<file path="config.mk">
export PLATFORM = sky130hd
export DESIGN_NAME = lsu_ctrl
export DESIGN_NICKNAME = d
export VERILOG_FILES = /design/src/rtl/lsu_ctrl.sv
export SDC_FILE = /design/constraint.sdc
export NUM_CORES = 1
export LEC_CHECK = 0
export ABC_AREA = 0
export BUFFER_PORTS_ARGS = -buffer_cell sky130_fd_sc_hd__buf_4
export CORE_MARGIN = 1.5
export CORE_UTILIZATION = 48
export DETAILED_ROUTE_END_ITERATION = 6
export PLACE_DENSITY = 0.82
export SYNTH_ARGS = -nofsm -noshare
export SYNTH_HDL_FRONTEND = slang
export SYNTH_SLANG_ARGS = --single-unit
</file>
<file path="constraint.sdc">
create_clock -name clk -period 3.7 [get_ports clk]
set_input_delay 0.74 -clock clk [delete_from_list [all_inputs] [get_ports clk]]
set_output_delay 0.74 -clock clk [all_outputs]
set_load 0.05 [all_outputs]
</file>
<file path="src/rtl/lsu_ctrl.sv">
// Load/store unit controller sitting between the execute stage and data_mem.
// One request is accepted per handshake, screened for funct3 legality,
// alignment and address range, and (if clean) given a single-cycle data_mem
// access. Every accepted request produces exactly one response.
//
// Handshake rules: a transfer on either interface happens on a rising edge
// where valid and ready are both 1. req_ready is 1 only in IDLE; once
// rsp_valid rises, rsp_rdata/rsp_err/rsp_code hold their values until the
// edge where rsp_ready is 1. The producer may not withdraw or alter a
// request while valid is high and ready is low.
module lsu_ctrl #(
    parameter int N      = 32,
    parameter int ADDR_W = 6
) (
    input  logic              clk,
    input  logic              rst,
    // request side (execute stage)
    input  logic              req_valid,
    output logic              req_ready,
    input  logic              req_we,
    input  logic [2:0]        req_funct3,
    input  logic [N-1:0]      req_addr,
    input  logic [N-1:0]      req_wdata,
    // response side
    output logic              rsp_valid,
    input  logic              rsp_ready,
    output logic [N-1:0]      rsp_rdata,
    output logic              rsp_err,
    output logic [1:0]        rsp_code,
    // data_mem side
    output logic              mem_read,
    output logic              mem_write,
    output logic [ADDR_W-1:0] mem_addr,
    output logic [2:0]        mem_funct3,
    output logic [N-1:0]      mem_wdata,
    input  logic [N-1:0]      mem_rdata,
    // FSM state for observation: 0 IDLE, 1 ACCESS, 2 RESP
    output logic [1:0]        dbg_state
);

    typedef enum logic [1:0] {
        S_IDLE   = 2'd0,
        S_ACCESS = 2'd1,
        S_RESP   = 2'd2
    } state_t;

    localparam logic [1:0] CODE_OK    = 2'b00;
    localparam logic [1:0] CODE_ALIGN = 2'b01;
    localparam logic [1:0] CODE_RANGE = 2'b10;
    localparam logic [1:0] CODE_ILL   = 2'b11;

    state_t              r_state;
    state_t              w_next;
    logic                w_accept;

    // latched request
    logic                r_we;
    logic [2:0]          r_funct3;
    logic [ADDR_W-1:0]   r_addr;
    logic [N-1:0]        r_wdata;

    // registered response
    logic [N-1:0]        r_rsp_rdata;
    logic                r_rsp_err;
    logic [1:0]          r_rsp_code;

    // classification of the incoming request
    logic [ADDR_W:0]     w_size_m1;
    logic [ADDR_W:0]     w_end;
    logic                w_illegal;
    logic                w_misaligned;
    logic                w_out_of_range;
    logic                w_fault;
    logic [1:0]          w_code;

    // Classify the request on the input pins so the verdict lands in the accept edge.
    always_comb begin
        w_size_m1      = '0;
        w_illegal      = 1'b0;
        w_misaligned   = 1'b0;
        w_out_of_range = 1'b0;
        w_code         = CODE_OK;

        // funct3[1:0] encodes the access size: 00 byte, 01 half, 10 word
        case (req_funct3[1:0])
            2'b01:   w_size_m1 = (ADDR_W+1)'(1);
            2'b10:   w_size_m1 = (ADDR_W+1)'(3);
            default: w_size_m1 = '0;
        endcase

        // Stores allow only SB/SH/SW; loads reject 011 and the unsigned-word/11x slots.
        if (req_we) begin
            w_illegal = (req_funct3 > 3'b010);
        end else begin
            w_illegal = (req_funct3 == 3'b011) || (req_funct3[2:1] == 2'b11);
        end

        w_misaligned = ((req_funct3[1:0] == 2'b01) && req_addr[0]) ||
                       ((req_funct3[1:0] == 2'b10) && (req_addr[1:0] != 2'b00));

        // Last byte touched must still sit inside data_mem; one spare bit catches the wrap.
        w_end          = {1'b0, req_addr[ADDR_W-1:0]} + w_size_m1;
        w_out_of_range = (req_addr[N-1:ADDR_W] != '0) ||
                         (w_end > {1'b0, {ADDR_W{1'b1}}});

        // Priority: illegal funct3, then alignment, then range.
        if (w_illegal) begin
            w_code = CODE_ILL;
        end else if (w_misaligned) begin
            w_code = CODE_ALIGN;
        end else if (w_out_of_range) begin
            w_code = CODE_RANGE;
        end else begin
            w_code = CODE_OK;
        end
    end

    assign w_fault = (w_code != CODE_OK);

    // State register; async reset drops straight to IDLE, which also kills the strobes.
    always_ff @(posedge clk or posedge rst) begin
        if (rst) begin
            r_state <= S_IDLE;
        end else begin
            r_state <= w_next;
        end
    end

    // Next-state logic and data_mem drive; strobes and bus values exist only in ACCESS.
    always_comb begin
        w_next     = r_state;
        w_accept   = 1'b0;
        mem_read   = 1'b0;
        mem_write  = 1'b0;
        mem_addr   = '0;
        mem_funct3 = 3'b000;
        mem_wdata  = '0;

        case (r_state)
            S_IDLE: begin
                if (req_valid) begin
                    w_accept = 1'b1;
                    // Faulting requests bypass memory entirely.
                    w_next   = w_fault ? S_RESP : S_ACCESS;
                end
            end
            S_ACCESS: begin
                mem_read   = ~r_we;
                mem_write  = r_we;
                mem_addr   = r_addr;
                mem_funct3 = r_funct3;
                mem_wdata  = r_wdata;
                w_next     = S_RESP;
            end
            S_RESP: begin
                if (rsp_ready) begin
                    w_next = S_IDLE;
                end
            end
            default: begin
                w_next = S_IDLE;
            end
        endcase
    end

    // Request latch and response registers; load data is captured at the end of ACCESS.
    always_ff @(posedge clk or posedge rst) begin
        if (rst) begin
            r_we        <= 1'b0;
            r_funct3    <= 3'b000;
            r_addr      <= '0;
            r_wdata     <= '0;
            r_rsp_rdata <= '0;
            r_rsp_err   <= 1'b0;
            r_rsp_code  <= CODE_OK;
        end else if (w_accept) begin
            r_we        <= req_we;
            r_funct3    <= req_funct3;
            r_addr      <= req_addr[ADDR_W-1:0];
            r_wdata     <= req_wdata;
            r_rsp_rdata <= '0;
            r_rsp_err   <= w_fault;
            r_rsp_code  <= w_code;
        end else if (r_state == S_ACCESS) begin
            // Stores report zero data; loads take data_mem's already-extended word.
            r_rsp_rdata <= r_we ? '0 : mem_rdata;
        end
    end

    assign req_ready = (r_state == S_IDLE);
    assign rsp_valid = (r_state == S_RESP);
    assign rsp_rdata = r_rsp_rdata;
    assign rsp_err   = r_rsp_err;
    assign rsp_code  = r_rsp_code;
    assign dbg_state = r_state;

endmodule

</file>
# [Word level (Yosys, flattened, before mapping)]
# Index checks and enable logic that the tools add are counted.
[word_totals] elab_cells=50 regBits=79 input_bits=104
[op_classes] reduce_logical=11 bitwise_logic=1 magnitude_cmp=2 mux=19 add_sub_neg=1 n_eq_ne=8
[ops] op="$mux W32" count=4
[ops] op="$reduce_bool A26 Y1" count=1
[ops] op="$mux W2" count=6
[ops] op="$add A6 B7 Y7" count=1
[ops] op="$gt A7 B6 Y1 const B" count=1
[ops] op="$eq A2 B2 Y1 const B" count=3
[ops] op="$mux W6" count=1
[ops] op="$pmux W2 S3" count=1
[ops] op="$reduce_bool A2 Y1" count=3
[ops] op="$mux W1" count=5
[ops] op="$eq A2 B1 Y1 const B" count=2
[ops] op="$pmux W2 S2" count=1
[ops] op="$eq A3 B2 Y1 const B" count=1
[ops] op="$gt A3 B2 Y1 const B" count=1
[ops] op="$logic_or A1 B1 Y1" count=3
[ops] op="$mux W3" count=1
[ops] op="$logic_and A1 B1 Y1" count=2
[ops] op="$logic_not A2 Y1" count=1
[ops] op="$ne A2 B1 Y1 const B" count=1
[ops] op="$ne A2 B2 Y1 const B" count=1
[ops] op="$reduce_and A2 Y1" count=1
[ops] op="$not A1 Y1" count=1

# [Depth between registers and ports, before layout]
[depth] depth_word=12 depth_mapped=9

# [Least setup slack after synthesis]
# Ideal clock, no wire load.
[synth_timing] kind="in2reg" startpoint="input req_funct3[0]" endpoint="register r_state[1], in the netlist dbg_state[1]" n_path_buf=0 t_arrival_ns=2.614 setup_ns=0.126 slack_ns=0.960 path_stages=9 path_cell_list="inv_1 > ha_1 > inv_1 > ha_1 > fa_1 > and4_1 > a211o_1 > or3_1 > a221o_1"
[synth_via] elab_chain_len=12 word_cells_on_any_way=20 classes_between="add/sub (1); order compare (2); eq/ne (3); mux (8); reduce/logical (6)"
[synth_rtl] element="from (decl)" line="21" text="input logic [2:0] req_funct3,"
[synth_rtl] element="$eq A2 B2 Y1 / $eq A2 B1 Y1 (equally long branches)" line="85, 99, 98"
[synth_rtl] element="$pmux W2 S2" line="85" text="case (req_funct3[1:0])"
[synth_rtl] element="$add A6 B7 Y7" line="102" text="w_end = {1'b0, req_addr[ADDR_W-1:0]} + w_size_m1;"
[synth_rtl] element="$gt A7 B6 Y1" line="104" text="(w_end > {1'b0, {ADDR_W{1'b1}}});"
[synth_rtl] element="$logic_or A1 B1 Y1" line="103" text="w_out_of_range = (req_addr[N-1:ADDR_W] != '0) ||"
[synth_rtl] element="$mux W2" line="111" text="end else if (w_out_of_range) begin"
[synth_rtl] element="$mux W2" line="109" text="end else if (w_misaligned) begin"
[synth_rtl] element="$mux W2 *" line="107" text="if (w_illegal) begin"
[synth_rtl] element="$reduce_bool A2 Y1 *" line="118" text="assign w_fault = (w_code != CODE_OK);"
[synth_rtl] element="$mux W2 *" line="144" text="w_next = w_fault ? S_RESP : S_ACCESS;"
[synth_rtl] element="$mux W2 *" line="141" text="if (req_valid) begin"
[synth_rtl] element="$pmux W2 S3 *" line="139" text="case (r_state)"
[synth_rtl] element="to (signal assigned)" line="125" text="r_state <= w_next;"
[synth_rtl] element="to (decl)" line="52" text="state_t r_state;"
# Mark *: on every way between the ends. The rest lies on a longest branch, timed or not. The select of a mux whose other input is x is not followed.
# A chain may end at the register's enable or synchronous reset.

# [Worst setup path in the final report]
# Same ends and word-level chain as after synthesis.

==> flow_summary.yaml <==
layout:
  final_area_sq_um: 5040
  num_antenna_cells: 0
  final_cell_mix: "buf_4, dfrtp_1, mux2_2, and2_1, a22o_1"
  syn_to_final_growth_pct: 48.9
  nFillCells: 459
  fin_nets: 553
  final_common_cell: "buf_4"
  layout-drive-gt1-share_pct: 56.3
critical_path:
  r2r-end: "r_wdata[30]$_DFFE_PP0P_"
  r2r_start: "dbg_state[1]$_DFFE_PP0P_"
  cp.required_ns: 3.92
  cp.buffers_inverters: 3
  cp_top_family: "adder cells"
  r2r_slack_ns: 1.66
  cp_max_fo: 4
  crit_type: "primary input to flop"
  r2r_cells: 3
  arrival_ns: 2.83
  path_depth: 10
  crit_path_top_delay_cell: "fa_1"
  slowest_delay_ns: 0.35
  end_kind: "flop"
  critPathLaunchType: "primary input"
  crit_chain: "buf_4 -> inv_1 -> ha_1 -> inv_1 -> ha_1 -> fa_1 -> and4_1 -> a211o_1 -> or3_1 -> a221o_1"
sta:
  setup_viol: 0
  min_period_over_period_pct: 70.5
  rsz0062_at_grt: "no"
  tightest_slew_ns: 1.05
  finalSetupTns_ns: 0
  slew_viol_final: 0
  skew_ns: 0.0120
  clock.fmax_mhz: 383
  relSlewSlack_pct: 30.2
  finalCriticalPeriod_ns: 2.61
  hold_violations: 0
clocking:
  cts_buffers: 9
  cts_tree: "built"
  htree_levels: 3
  post_cts_buffers: 0
  clk_path_buf_depth: 2
  clk_latency_ns: 0.33
  ctsHoldBuffers: 0
  cts-root-buf: "clkbuf_8"
  clk_transition_reported_paths_ns: 0.08
  cts_sinks: 79
  ctsResizeCount: 0
die:
  die_area_sq_um: 7570
  ios: 186
  row_count: 30
  die_h_um: 87.0
  start_util_pct: 49.8
  core_area_sq_um: 6790
  fp.dieW_um: 87.0
route:
  drt-initial-drc-count: 108
  ant_nets: 0
  dr_total_vias: 2669
  drc: 0
  drt-total-wl_um: 8230
  wl_per_cell_um: 15.1
  viasPerCell: 4.90
  drtPass1Iterations: 4
synth:
  synth_cell_types: 24
  syn_avg_cell_area_sq_um: 13.0
  netlist_instances: 260
  yosys_warnings: 0
  synth_area_sq_um: 3390
  syn_nets: 369
  async_flop_share_pct: 100
  ys.flop_type: "dfrtp_1"
  ys_seq_elements: 79
  ys_seq_area_share_pct: 58.4
  synth_edf_count: 0
global_routing:
  antenna_found_initial: 0
  track_usage_pct: 21.7
  grt_max_degree: 49
  grt_pass1_vias: 2648
  grt_pass1_wl_um: 12500
  grt_overflow: 0
run:
  max_cap_violations: 0
placed_design:
  place_congestion: 0.810
  portBuffers: 185
  placed_area_sq_um: 4870
  hpwl_um: 6090
power:
  p_per_area_nw_per_um2: 379
  ir_drop_uv: 203
  p_leak_nw: 2.55
worst_hold_path:
  min_from: "r_wdata[7]$_DFFE_PP0P_"
  whs_path_depth: 1
  hold_path_end: "r_wdata[7]$_DFFE_PP0P_"
  holdCritPathClass: "flop to flop"
status:
  outcome: "finished clean"
## per-stage QoR
stage               setup WS (ns)  util (%)  hold WS (ns)  std cells  power [mW]
floorplan                   0.937         -         0.470        260        1.22
global placement            0.775      71.6         0.480        529        1.35
detailed placement          0.746      71.6         0.487        529        1.36
CTS                          1.10      74.2         0.503        545        1.92
global route                 1.01      74.2         0.516        545        2.00
finish                       1.09      74.2         0.499        545        1.91
## state kept, by name, indices dropped and copies added (netlist names)
register   cells
dbg_state      2
r_we           1
r_funct3       3
r_wdata       32
rsp_err        1
rsp_code       2
rsp_rdata     32
r_addr         6
## report_power, final
group,leakage [nW],switching (mW),internal [mW]
clock,0.0830,0.303,0.264
combinational,1.48,0.139,0.183
sequential,0.993,0.0476,0.971
## worst max-delay path by stage
stage / startpoint / end / slack (ns)
final: req_funct3[0] / dbg_state[1]$_DFFE_PP0P_ / 1.09
after detailed placement: req_funct3[0] / dbg_state[1]$_DFFE_PP0P_ / 0.75
after floorplan: rst / dbg_state[0]$_DFFE_PP0P_ / 0.94
after global routing: req_funct3[0] / dbg_state[1]$_DFFE_PP0P_ / 1.01
after CTS: req_funct3[0] / dbg_state[1]$_DFFE_PP0P_ / 1.10
after global placement: req_funct3[0] / dbg_state[1]$_DFFE_PP0P_ / 0.78
## synthesized netlist by cell type (3+ instances only)
master    instances  area share (%)
a21oi_1           6            0.89
nor4_1            4            0.74
nor2_1            9             1.0
inv_1             7            0.78
buf_2             8             1.2
ha_1              4             1.5
and2_1           43             7.9
clkbuf_1          8            0.89
nor2b_1           4            0.74
mux2_2           42              14
nor4_2            3             1.1
a22o_1           32             8.3
dfrtp_1          79              58
## worst register-to-register path: cells and delay by family, from the launching register on
| family | cells | cell delay (ns) |
|---|---|---|
| flip-flops | 1 | 0.44 |
| AND/OR/NAND/NOR | 2 | 1.04 |
| multiplexers | 1 | 0.44 |
## layout make-up
cell class / count / area, sq um / share of cell area [%]
inverter: 7 / 27.5 / 0.546
sequential: 79 / 1980 / 39.2
timing repair buffer: 189 / 1420 / 28.2
tap: 96 / 120 / 2.38
multi-input combinational: 158 / 1320 / 26.2
clock buffer: 12 / 145 / 2.88
clock inverter: 4 / 28.8 / 0.571
## per-layer routing
| layer | GRT usage [%] | wire length (um) | up-vias |
|---|---|---|---|
| li1 | - | - | 1279 |
| met1 | 27.5 | 3410 | 1259 |
| met2 | 35.5 | 4030 | 123 |
| met3 | 7.49 | 725 | 8 |
| met4 | 5.72 | 69 | 0 |
| met5 | 0 | 0 | - |
## cells by family after synthesis
family                   Yosys count  synth area share, %
flip-flops                        79                 58.4
AND/OR/NAND/NOR                   69                 12.6
AO/OA/AOI/OAI                     42                 10.1
multiplexers                      42                 14.0
buffers and inverters             23                 2.85
adder cells (fa/ha/maj)            5                 2.07
Power figures use the tool's default switching activity.
